File: config.mk
export PLATFORM = sky130hd
export DESIGN_NAME = fabric_config_ctrl
export DESIGN_NICKNAME = d
export VERILOG_FILES = /design/src/rtl/fabric_config_ctrl.sv
export SDC_FILE = /design/constraint.sdc
export NUM_CORES = 1
export LEC_CHECK = 0
export CORE_MARGIN = 2
export CORE_UTILIZATION = 55
export CTS_CLUSTER_DIAMETER = 80
export DETAILED_ROUTE_END_ITERATION = 12
export PLACE_DENSITY_LB_ADDON = 0.3
export SLEW_MARGIN = 20
export SYNTH_ARGS = -nofsm -noshare
export SYNTH_HDL_FRONTEND = slang
export SYNTH_SLANG_ARGS = --single-unit
File: constraint.sdc
create_clock -name clk -period 2.5 [get_ports clk]
set_clock_uncertainty 0.15 [all_clocks]
set_input_delay 0.375 -clock clk [delete_from_list [all_inputs] [get_ports clk]]
set_output_delay 0.375 -clock clk [all_outputs]
set_load 0.05 [all_outputs]
File: src/rtl/fabric_config_ctrl.sv
// Framed serial configuration controller for a multi-cluster fabric: addressed
// chain load with parity, non-destructive readback and a commit that releases the fabric.
module fabric_config_ctrl #(
  parameter int unsigned NUM_CHAINS = 4,
  parameter int unsigned CHAIN_LEN  = 64
) (
  input  logic                  clk,
  input  logic                  rst_n,
  input  logic                  prog_en,
  input  logic                  prog_valid,
  input  logic                  prog_in,
  output logic                  prog_out,
  output logic                  prog_out_valid,
  output logic [NUM_CHAINS-1:0] chain_shift,
  output logic                  chain_din,
  input  logic [NUM_CHAINS-1:0] chain_dout,
  output logic                  busy,
  output logic                  cfg_done,
  output logic                  cfg_err
);

  localparam int unsigned IW = (NUM_CHAINS > 1) ? $clog2(NUM_CHAINS) : 1;
  localparam int unsigned CW = $clog2(CHAIN_LEN + 1);

  typedef enum logic [2:0] {IDLE, HDR, WR, PAR, RD, RDPAR, ERR} state_t;

  state_t                state;
  logic [6:0]            hdr_sr;
  logic [2:0]            hdr_cnt;
  logic [IW-1:0]         idx;
  logic [CW-1:0]         bit_cnt;
  logic                  parity;
  logic [NUM_CHAINS-1:0] written_mask;
  logic [NUM_CHAINS-1:0] wr_shift;
  logic                  wr_din;
  logic                  par_out;
  logic                  par_valid;
  logic                  prog_en_q;

  logic                  accept;
  logic [7:0]            hdr_full;
  logic                  idx_ok;
  logic [NUM_CHAINS-1:0] idx_onehot;
  logic                  rd_active;
  logic                  head;

  assign accept     = prog_en & prog_valid;
  assign hdr_full   = {hdr_sr, prog_in};
  assign idx_ok     = {1'b0, hdr_full[5:0]} < 7'(NUM_CHAINS);
  assign idx_onehot = NUM_CHAINS'(1) << idx;
  assign head       = chain_dout[idx];

  // Readback rotation is driven straight from the chain head in the same cycle;
  // a registered pulse would sample the head before the previous shift lands.
  assign rd_active      = (state == RD) & prog_en;
  assign chain_shift    = wr_shift | (rd_active ? idx_onehot : '0);
  assign chain_din      = rd_active ? head : wr_din;
  assign prog_out       = rd_active ? head : par_out;
  assign prog_out_valid = rd_active | par_valid;
  assign busy           = (state != IDLE);

  always_ff @(posedge clk or negedge rst_n) begin
    if (!rst_n) begin
      state        <= IDLE;
      hdr_sr       <= '0;
      hdr_cnt      <= '0;
      idx          <= '0;
      bit_cnt      <= '0;
      parity       <= 1'b0;
      written_mask <= '0;
      wr_shift     <= '0;
      wr_din       <= 1'b0;
      par_out      <= 1'b0;
      par_valid    <= 1'b0;
      prog_en_q    <= 1'b0;
      cfg_done     <= 1'b0;
      cfg_err      <= 1'b0;
    end else begin
      prog_en_q <= prog_en;
      wr_shift  <= '0;
      wr_din    <= 1'b0;
      par_out   <= 1'b0;
      par_valid <= 1'b0;
      if (state != IDLE && !prog_en) begin
        state   <= IDLE;
        hdr_cnt <= '0;
        bit_cnt <= '0;
        parity  <= 1'b0;
      end else begin
        case (state)
          IDLE: begin
            if (prog_en && !prog_en_q) cfg_err <= 1'b0;
            if (accept) begin
              hdr_sr  <= {6'b0, prog_in};
              hdr_cnt <= 3'd1;
              state   <= HDR;
            end
          end
          HDR: if (accept) begin
            if (hdr_cnt != 3'd7) begin
              hdr_sr  <= {hdr_sr[5:0], prog_in};
              hdr_cnt <= hdr_cnt + 3'd1;
            end else begin
              hdr_cnt <= '0;
              bit_cnt <= '0;
              parity  <= 1'b0;
              case (hdr_full[7:6])
                2'b01: if (idx_ok) begin
                  idx                            <= hdr_full[IW-1:0];
                  written_mask[hdr_full[IW-1:0]] <= 1'b0;
                  cfg_done                       <= 1'b0;
                  state                          <= WR;
                end else begin
                  cfg_err <= 1'b1;
                  state   <= ERR;
                end
                2'b10: if (idx_ok) begin
                  idx   <= hdr_full[IW-1:0];
                  state <= RD;
                end else begin
                  cfg_err <= 1'b1;
                  state   <= ERR;
                end
                2'b11: begin
                  if (&written_mask) cfg_done <= 1'b1;
                  else               cfg_err  <= 1'b1;
                  state <= IDLE;
                end
                default: begin
                  cfg_err <= 1'b1;
                  state   <= ERR;
                end
              endcase
            end
          end
          WR: if (accept) begin
            wr_shift <= idx_onehot;
            wr_din   <= prog_in;
            parity   <= parity ^ prog_in;
            bit_cnt  <= bit_cnt + 1'b1;
            if (bit_cnt == CW'(CHAIN_LEN - 1)) state <= PAR;
          end
          PAR: if (accept) begin
            if (parity ^ prog_in) cfg_err           <= 1'b1;
            else                  written_mask[idx] <= 1'b1;
            parity  <= 1'b0;
            bit_cnt <= '0;
            state   <= IDLE;
          end
          RD: begin
            parity  <= parity ^ head;
            bit_cnt <= bit_cnt + 1'b1;
            if (bit_cnt == CW'(CHAIN_LEN - 1)) begin
              par_out   <= parity ^ head;
              par_valid <= 1'b1;
              state     <= RDPAR;
            end
          end
          RDPAR: begin
            parity  <= 1'b0;
            bit_cnt <= '0;
            state   <= IDLE;
          end
          ERR:     state <= ERR;
          default: state <= IDLE;
        endcase
      end
    end
  end

endmodule
==> key figures, run 1 <==
Outcome
  • Status: finished, final reports clean

Placement
  • I/O Buffers: 18
  • Post-DP Area: between 2000 and 2500 um2
  • DP HPWL: 3218 um
  • Placed insts: 290
  • GP Congestion: 0.8569

Die
  • Die height: 66.95 um
  • Core Footprint: between 3000 and 4000 um2
  • Die X: about 67 um
  • Rows: 22
  • I/O pins: 19
  • Die area: 4482 um2
  • Starting density of the core: 0.5822

Global routing
  • Number of global-route vias before repair: between 1500 and 2000
  • Initial antenna violation count: 0
  • First-pass GRT wire length: 7679 um
  • Total grt overflow: 0
  • GRT Util Overall: 0.2296
  • Largest net degree at the start of global routing: 38

Routing
  • 1st-pass router iterations: 4
  • DR iter-0 viols: 97
  • Drt wl/cell: 14.66 um
  • DR DRC count: 0
  • Antenna-violating nets left: 0
  • Vias/cell: 5.842
  • DRT Wirelength: 4354 um
  • Vias after detailed routing: about 1700

STA
  • Final critical-path share of the clock period: 0.9195
  • Setup TNS: 0 ps
  • Max Clock Freq: between 400 and 500 MHz
  • Slew HR: 0.4526
  • Least-Margin Pin Slew: ~800 ps
  • Final hold vios: 0
  • RSZ-0062 raised after global routing: no
  • Final setup violation count: 0
  • Crit path time final: roughly 2300 ps
  • Pins Over Slew Limit: 0
  • Worst hold slack: 25.60 ps

Critical path
  • Slowest CP cell: clkdlybuf4s50_1
  • CP Class: in -> out
  • Startpoint Class: input pin
  • Worst path required time: between 1500 and 2000 ps
  • Crit path capture: chain_shift[2]
  • Worst reg-to-reg path cell count: 6
  • Worst path max stage delay: 650 ps
  • Crit. Startpoint: prog_en
  • Crit-path cells: clkdlybuf4s50_1 -> nand4bb_1 -> buf_4 -> o21bai_1 -> buf_12
  • Reg2reg start: hdr_cnt[1]
  • R2r endpoint: parity
  • Worst setup EP type: output port
  • CP Max Fanout: 11
  • Arrival time at the worst endpoint: 1770 ps
  • Reg2Reg Setup Slack: around 500 ps

Synth
  • Top-count cell post-synth: dfrtp_1
  • Top cells by count, synth: dfrtp_1, nand2_1, o21ai_0
  • Area share of the largest cell type after synthesis: 0.4248
  • Main area contributors after synthesis: dfrtp_1, nand2_1, o21ai_0
  • Syn Inst Count: 229
  • Prevailing post-synth register cell: dfrtp_1
  • Async S/R FF share, synth: 1.000
  • Post-synth EDFFs: 0
  • Number of synthesized register bits: 37
  • Synthesized area per cell: 9.518 um2
  • Cell Area, Synth: 2180 um2
  • Mapped Nets: between 200 and 250
  • Yosys warning count: 0
  • Synth unique cells: 58
  • Seq/Total Area, Yosys: 0.4248
  • Synth area leader: dfrtp_1

Cells and area
  • N_diodes: 0
  • Final Non-Filler Cells: 297
  • Design Area, Final: 2542 um2
  • Fin util: 0.6791
  • Layout cells sized above 1: 0.1365
  • Layout Nets: 265
  • Area growth from synthesis to layout: 16.65%

Clocking
  • CTS Hold Buffers Added: 0
  • Clock slew at reported path FFs: 70 ps
  • CTS buffer count: 5
  • Clk buf depth: 2
  • Post-CTS Setup Bufs: 0
  • H-tree depth: 2
  • Clock sink count: 37
  • Root buf cell: clkbuf_8
  • CTS tree: yes
  • PostCTS Resize Cnt: 0
  • Worst-Skew Late Latency: 290 ps

Min path
  • Class of the worst hold path: in -> async

Power
  • Power Dens Cells: 808.2 nW/um2
  • Max VDD drop: 0.5798 mV
  • Pleak: 1.099 nW

Run
  • MaxCap Viol Count: 0
-- worst min-delay path by stage --
| stage | startpoint | to | slack [ps] | cells after the start |
|---|---|---|---|---|
| after global routing | rst_n | cfg_err | 100 | 1 |
| after global placement | written_mask[2] | written_mask[2] | 320 | 1 |
| after floorplan | rst_n | bit_cnt[0] | -70 | 0 |
| final | rst_n | cfg_err | 30 | 1 |
| after CTS | rst_n | hdr_sr[6] | 60 | 1 |
| after detailed placement | bit_cnt[6] | bit_cnt[6] | 320 | 1 |
-- layout make-up --
cell class	instances	area, um2
Clock buffer	7	86.33
Fill cell	313	1201
Inverter	8	30.03
Multi-Input combinational cell	173	1150
Sequential cell	37	925.9
Tap cell	48	60.06
Timing Repair Buffer	24	290.3
-- critical path, delay by kind of cell --
| kind | cells | cell delay (ps) |
|---|---|---|
| AND/OR/NAND/NOR | 1 | 140 |
| AO/OA/AOI/OAI | 1 | 240 |
| buffers and inverters | 3 | 1010 |
-- stage by stage --
step,power (mW),worst slack (ps)
finish,2.055,201.3
global route,2.201,100.6
CTS,2.073,174.5
detailed placement,1.644,136.4
global placement,1.625,233.7
floorplan,1.408,447.9
-- flip-flops by register name (all words and copies together) (netlist names) --
signal / cells
bit_cnt: 7
hdr_sr: 7
wr_shift: 4
written_mask: 4
hdr_cnt: 3
state: 3
idx: 2
cfg_done: 1
cfg_err: 1
par_out: 1
par_valid: 1
parity: 1
prog_en_q: 1
wr_din: 1
-- logic make-up after synthesis --
family / count (synthesis) / share of synthesized area
buffers and inverters: 19 / 0.04764
DFF: 37 / 0.4248
adders and majority gates: 7 / 0.04018
xor gates and xnor gates: 4 / 0.01608
and+or+nand+nor: 91 / 0.2377
AOI/OAI and AO/OA: 65 / 0.2009
muxes: 6 / 0.03272
-- layer usage --
layer,share of wire,wire length [um],track usage
met4,0.022,97,0.09694
met2,0.49,2129,0.3850
met5,0,0,0
met1,0.46,2007,0.2849
met3,0.028,120,0.04899
-- power breakdown --
| group | switching [mW] | internal [mW] | total, mW |
|---|---|---|---|
| sequential | 0.0702 | 0.675 | 0.745 |
| clock | 0.202 | 0.219 | 0.421 |
| combinational | 0.546 | 0.342 | 0.888 |
-- placed cells by master, fill, tap and decap left out, drive strengths merged, types with 2 or more instances in the layout --
master / instances
a21boi: 2
a21o: 3
a21oi: 5
a22oi: 4
a31oi: 3
and2: 2
and3: 4
and4bb: 2
buf: 14
clkbuf: 7
clkdlybuf4s50: 10
dfrtp: 37
ha: 7
inv: 8
mux2: 3
mux2i: 3
nand2: 34
nand2b: 5
nand3: 7
nand3b: 2
nor2: 10
nor2b: 4
nor3: 6
nor3b: 3
nor4: 3
o21ai: 29
o21bai: 3
o22a: 2
o31ai: 5
or2: 2
xnor2: 3
Power figures use the tool's default switching activity.
==> inputs of run 2 (changes only) <==
--- a/config.mk
+++ b/config.mk
@@ -5,7 +5,6 @@
 export SDC_FILE = /design/constraint.sdc
 export NUM_CORES = 1
 export LEC_CHECK = 0
-export CORE_MARGIN = 2
 export CORE_UTILIZATION = 55
 export CTS_CLUSTER_DIAMETER = 80
 export DETAILED_ROUTE_END_ITERATION = 12
==> key figures, run 2 (synthesis gave the netlist of run 1 again) <==
Placement
  • Post-DP Area: 2431 um2 (-1.0%)
  • DP HPWL: 3278 um (+1.9%)
  • I/O Buffers: 18 (unchanged)
  • GP Congestion: 0.8315 (-3.0%)

Routing
  • Vias/cell: 6.030 (+3.2%)
  • 1st-pass router iterations: 4 (unchanged)
  • DR iter-0 viols: 173 (+78%)
  • DR DRC count: 0 (unchanged)
  • Antenna-violating nets left: 0 (unchanged)
  • DRT Wirelength: 4462 um (+2.5%)
  • Drt wl/cell: 15.07 um (+2.8%)
  • Vias after detailed routing: 1785 (+2.9%)

Cells and area
  • Biggest regs: bit_cnt x7, hdr_sr x7
  • FF/Latch Area: 925.9 um2 (unchanged)
  • # fillers: 310 (-0.96%)
  • Multi-input logic area: 1150 um2 (unchanged)
  • Layout Nets: 265 (unchanged)
  • Design Area, Final: 2505 um2 (-1.5%)
  • Area growth from synthesis to layout: 14.93%
  • N_diodes: 0 (unchanged)
  • Commonest non-fill, non-tap cell in the layout: dfrtp_1
  • Layout cells sized above 1: 0.1371 (+0.0005506)
  • Most frequent cells in the layout: dfrtp_1, nand2_1, o21ai_0

Critical path
  • CP Class: in -> out
  • Arrival time at the worst endpoint: 1840 ps (+70 ps)
  • CP Max Fanout: 8 (-3)
  • Worst setup EP type: output port
  • Worst path required time: 1980 ps (about the same)
  • Startpoint Class: input pin

Outcome
  • Status: finished, final reports clean

Die
  • Die height: 64.95 um (-3.0%)
  • Die area: 4219 um2 (-5.9%)
  • Rows: 22 (unchanged)
  • I/O pins: 19 (unchanged)
  • Die X: 64.95 um (-3.0%)
  • Starting density of the core: 0.5822 (unchanged)
  • Core Footprint: 3744 um2 (unchanged)

Clocking
  • PostCTS Resize Cnt: 0 (unchanged)
  • Root buf cell: clkbuf_8
  • Clk buf depth: 2 (unchanged)
  • Post-CTS Setup Bufs: 0 (unchanged)
  • Clock slew at reported path FFs: 70 ps (about the same)
  • CTS buffer count: 5 (unchanged)
  • CTS tree: yes
  • H-tree depth: 2 (unchanged)
  • Clock sink count: 37 (unchanged)
  • CTS Hold Buffers Added: 0 (unchanged)
  • Worst-Skew Late Latency: 290 ps (about the same)

STA
  • Least-Margin Pin Slew: 823.0 ps (+1.905 ps)
  • Max Clock Freq: 423.3 MHz (-2.7%)
  • Slew HR: 0.4513 (-0.001270)
  • Final hold vios: 0 (unchanged)
  • Final setup violation count: 0 (unchanged)
  • Setup TNS: 0 ps (unchanged)
  • Pins Over Slew Limit: 0 (unchanged)
  • Crit path time final: 2362 ps (+63.43 ps)
  • Final critical-path share of the clock period: 0.9449 (+0.02537)
  • RSZ-0062 raised after global routing: no

Power
  • Max VDD drop: 0.3673 mV (-37%)
  • Power Dens Cells: 804.5 nW/um2 (-0.45%)
  • Total Power: 2.015 mW (-1.9%)
  • Pleak: 1.089 nW (-0.91%)

Global routing
  • Largest net degree at the start of global routing: 38 (unchanged)
  • Initial antenna violation count: 0 (unchanged)
  • GRT Util Overall: 0.2409 (+0.01136)
  • Number of global-route vias before repair: 1759 (+2.8%)
  • First-pass GRT wire length: 7686 um (about the same)
  • Total grt overflow: 0 (unchanged)

Run
  • MaxCap Viol Count: 0 (unchanged)

Min path
  • Class of the worst hold path: in -> async
## run 2: cell types whose count changed in the layout (fill, tap and decap cells not counted), sizes merged
cell,previous run,this run
clkbuf,7,5
clkinv,0,1
## run 2: area by class of cell
class / count / share of cell area
multi-input cells: 173 / 0.4590
clock inverters: 1 / 0.001998
repair buffers: 24 / 0.1059
well taps: 48 / 0.02398
flip-flops and latches: 37 / 0.3696
clock buffers: 5 / 0.02747
inverters: 8 / 0.01199
## run 2: worst paths after layout
path,from,endpoint,slack (ps),depth (start not counted)
worst max-delay path,prog_en,prog_out,140,6
worst min-delay path,rst_n,state[2],30,1
worst max register to register,hdr_cnt[0],parity,430,6
worst min register to register,written_mask[3],written_mask[3],350,1
max in group asynchronous,rst_n,wr_shift[0],1640,1
min in group clk,written_mask[3],written_mask[3],350,1
## run 2: per-layer routing
metal  vias up  routed length [um]  track usage
met4         0                  59       0.1111
met3         9                 178      0.05458
met5         -                   0            0
met2        38                2182       0.3854
li1        861                   -            -
met1       877                2041       0.3080
## run 2: report_power, final
part | internal [mW] | switching, mW
clock network | 0.183 | 0.202
registers | 0.675 | 0.0722
logic | 0.332 | 0.551
total | 1.19 | 0.825
## run 2: worst max-delay path, cell delays in order
cell             delay, ps
clkdlybuf4s50_1        600
buf_4                  180
and4bb_1               320
nand2_1                110
nand2_1                 70
buf_4                  190
## run 2: stage by stage
stage | util | instances | setup WS (ps) | hold slack [ps]
4_1_cts | 0.6691 | 296 | 131.1 | 60.76
3_5_place_dp | 0.6494 | 290 | 130.8 | 323.5
6_report | 0.6691 | 296 | 137.8 | 32.20
2_1_floorplan | - | 229 | 447.9 | -70.59
5_1_grt | 0.6691 | 296 | 37.68 | 109.2
3_3_place_gp | 0.6494 | 290 | 177.3 | 314.3
==> inputs of run 3 (changes only) <==
--- a/config.mk
+++ b/config.mk
@@ -8,6 +8,7 @@
 export CORE_UTILIZATION = 55
 export CTS_CLUSTER_DIAMETER = 80
 export DETAILED_ROUTE_END_ITERATION = 12
+export MAX_ROUTING_LAYER = met4
 export PLACE_DENSITY_LB_ADDON = 0.3
 export SLEW_MARGIN = 20
 export SYNTH_ARGS = -nofsm -noshare
==> key figures, run 3 (synthesis gave the netlist of run 1 again) <==
Outcome
  • Status: finished, final reports clean

Run
  • MaxCap Viol Count: 0 (unchanged)

Min path
  • Class of the worst hold path: in -> async

Die
  • Core Footprint: 3744 um2 (unchanged)
  • Die height: 64.95 um (unchanged)
  • Die X: 64.95 um (unchanged)
  • Starting density of the core: 0.5822 (unchanged)
  • Rows: 22 (unchanged)
  • Die area: 4219 um2 (unchanged)
  • I/O pins: 19 (unchanged)

Cells and area
  • Fin util: 0.6691 (unchanged)
  • Commonest non-fill, non-tap cell in the layout: dfrtp_1
  • Most frequent cells in the layout: dfrtp_1, nand2_1, o21ai_0
  • Layout Nets: 265 (unchanged)
  • N_diodes: 0 (unchanged)
  • Design Area, Final: 2505 um2 (unchanged)
  • Layout cells sized above 1: 0.1371 (unchanged)
  • Final Non-Filler Cells: 296 (unchanged)
  • Biggest regs: bit_cnt x7, hdr_sr x7
  • Area growth from synthesis to layout: 14.93% (unchanged)

Routing
  • Vias/cell: 6.034 (about the same)
  • DR DRC count: 0 (unchanged)
  • Antenna-violating nets left: 0 (unchanged)
  • DR iter-0 viols: 161 (-6.9%)
  • Drt wl/cell: 15.17 um (+0.65%)
  • Vias after detailed routing: 1786 (+0.056%)
  • 1st-pass router iterations: 4 (unchanged)
  • DRT Wirelength: 4491 um (+0.65%)

STA
  • Max Clock Freq: 422.6 MHz (-0.17%)
  • Slew HR: 0.4453 (-0.006004)
  • RSZ-0062 raised after global routing: no
  • Final setup violation count: 0 (unchanged)
  • Crit path time final: 2366 ps (+4.074 ps)
  • Final critical-path share of the clock period: 0.9465 (+0.001630)
  • Final hold vios: 0 (unchanged)
  • Least-Margin Pin Slew: 832.0 ps (+9.005 ps)
  • Setup TNS: 0 ps (unchanged)
  • Pins Over Slew Limit: 0 (unchanged)

Power
  • Comb pwr share: 0.440 (+0.002)
  • Part of the power in the clock network: 0.191 (about the same)
  • Power Dens Cells: 806.4 nW/um2 (+0.23%)
  • Switch share: 0.4107 (+0.001339)
  • Sequential power share: 0.370 (about the same)
  • Net switching power: 829.5 uW (+0.56%)
  • Internal: 1.190 mW (about the same)
  • Max VDD drop: 0.3677 mV (about the same)
  • Pleak: 1.089 nW (unchanged)
  • Total Power: 2.020 mW (+0.23%)

Critical path
  • Crit-path cells: clkdlybuf4s50_1 -> buf_4 -> and4bb_1 -> nand2_1 -> nand2_1 -> buf_4
  • Arrival time at the worst endpoint: 1840 ps (about the same)
  • Slowest CP cell: clkdlybuf4s50_1
  • CP Class: in -> out
  • Reg2Reg Setup Slack: 440 ps (about the same)
  • Worst path max stage delay: 590 ps (about the same)
  • Worst path required time: 1980 ps (about the same)
  • WP buf/inv: 3 (unchanged)
  • Worst setup EP type: output port
  • Startpoint Class: input pin
  • CP Max Fanout: 8 (unchanged)
  • Cell family with most CP delay: buffers and inverters

Clocking
  • Clk buf depth: 2 (unchanged)
  • CTS Hold Buffers Added: 0 (unchanged)
  • Worst-Skew Late Latency: 290 ps (about the same)
  • H-tree depth: 2 (unchanged)
  • Root buf cell: clkbuf_8
  • Clock sink count: 37 (unchanged)
  • CTS buffer count: 5 (unchanged)
  • Post-CTS Setup Bufs: 0 (unchanged)
  • PostCTS Resize Cnt: 0 (unchanged)
  • Clock slew at reported path FFs: 70 ps (about the same)
  • CTS tree: yes

Global routing
  • First-pass GRT wire length: 7679 um (about the same)
  • Number of global-route vias before repair: 1766 (+0.40%)
  • Initial antenna violation count: 0 (unchanged)
  • Largest net degree at the start of global routing: 38 (unchanged)
  • GRT Util Overall: 0.2484 (+0.007511)
  • Total grt overflow: 0 (unchanged)

Placement
  • Placed insts: 290 (unchanged)
  • Post-DP Area: 2431 um2 (unchanged)
  • DP HPWL: 3278 um (unchanged)
  • I/O Buffers: 18 (unchanged)
  • GP Congestion: 0.8442 (+1.5%)
run 3: cell counts in the layout (fill, tap and decap cells not counted):
Identical to the previous run, type by type.
run 3: cell type report:
cell class	instances	area [um2]
repair buffers	24	265.3
inverters	8	30.03
well taps	48	60.06
clock inverters	1	5.005
multi-input cells	173	1150
flip-flops and latches	37	925.9
fillers	310	1239
clock buffers	5	68.82
run 3: through the flow:
| step | hold WS (ps) | worst slack (ps) |
|---|---|---|
| after floorplan | -70.59 | 447.9 |
| after global placement | 314.3 | 177.3 |
| after detailed placement | 323.5 | 130.8 |
| after CTS | 60.76 | 131.1 |
| after global routing | 106.5 | 37.68 |
| final | 34.04 | 133.8 |
run 3: final timing paths:
kind | from | to | cells past startpoint
worst max-delay path | prog_en | prog_out | 6
worst min-delay path | rst_n | state[2] | 1
worst max register to register | hdr_cnt[0] | parity | 6
worst min register to register | written_mask[2] | written_mask[2] | 1
max in group asynchronous | rst_n | wr_shift[0] | 1
min in group clk | written_mask[2] | written_mask[2] | 1
run 3: power by group through the flow:
stage	logic (mW)	registers (mW)	clock network, mW
after floorplan	0.646	0.762	0
after global placement	0.862	0.752	0
after detailed placement	0.878	0.756	0
after CTS	0.882	0.744	0.391
after global routing	0.960	0.755	0.415
final	0.888	0.747	0.385
run 3: worst reg2reg max path, stage by stage (launching register included):
cell and delay, ps:
dfrtp_1 380, ha_1 170, ha_1 240, o21ai_1 110, a221o_1 520, o31ai_4 300
o21ai_2 70
run 3: metal layers:
layer	up-vias	global-route usage	wire [um]
li1	865	-	-
met1	868	0.3057	2112
met2	40	0.3867	2144
met3	13	0.05986	141
met4	0	0.1111	93
met5	-	-	0
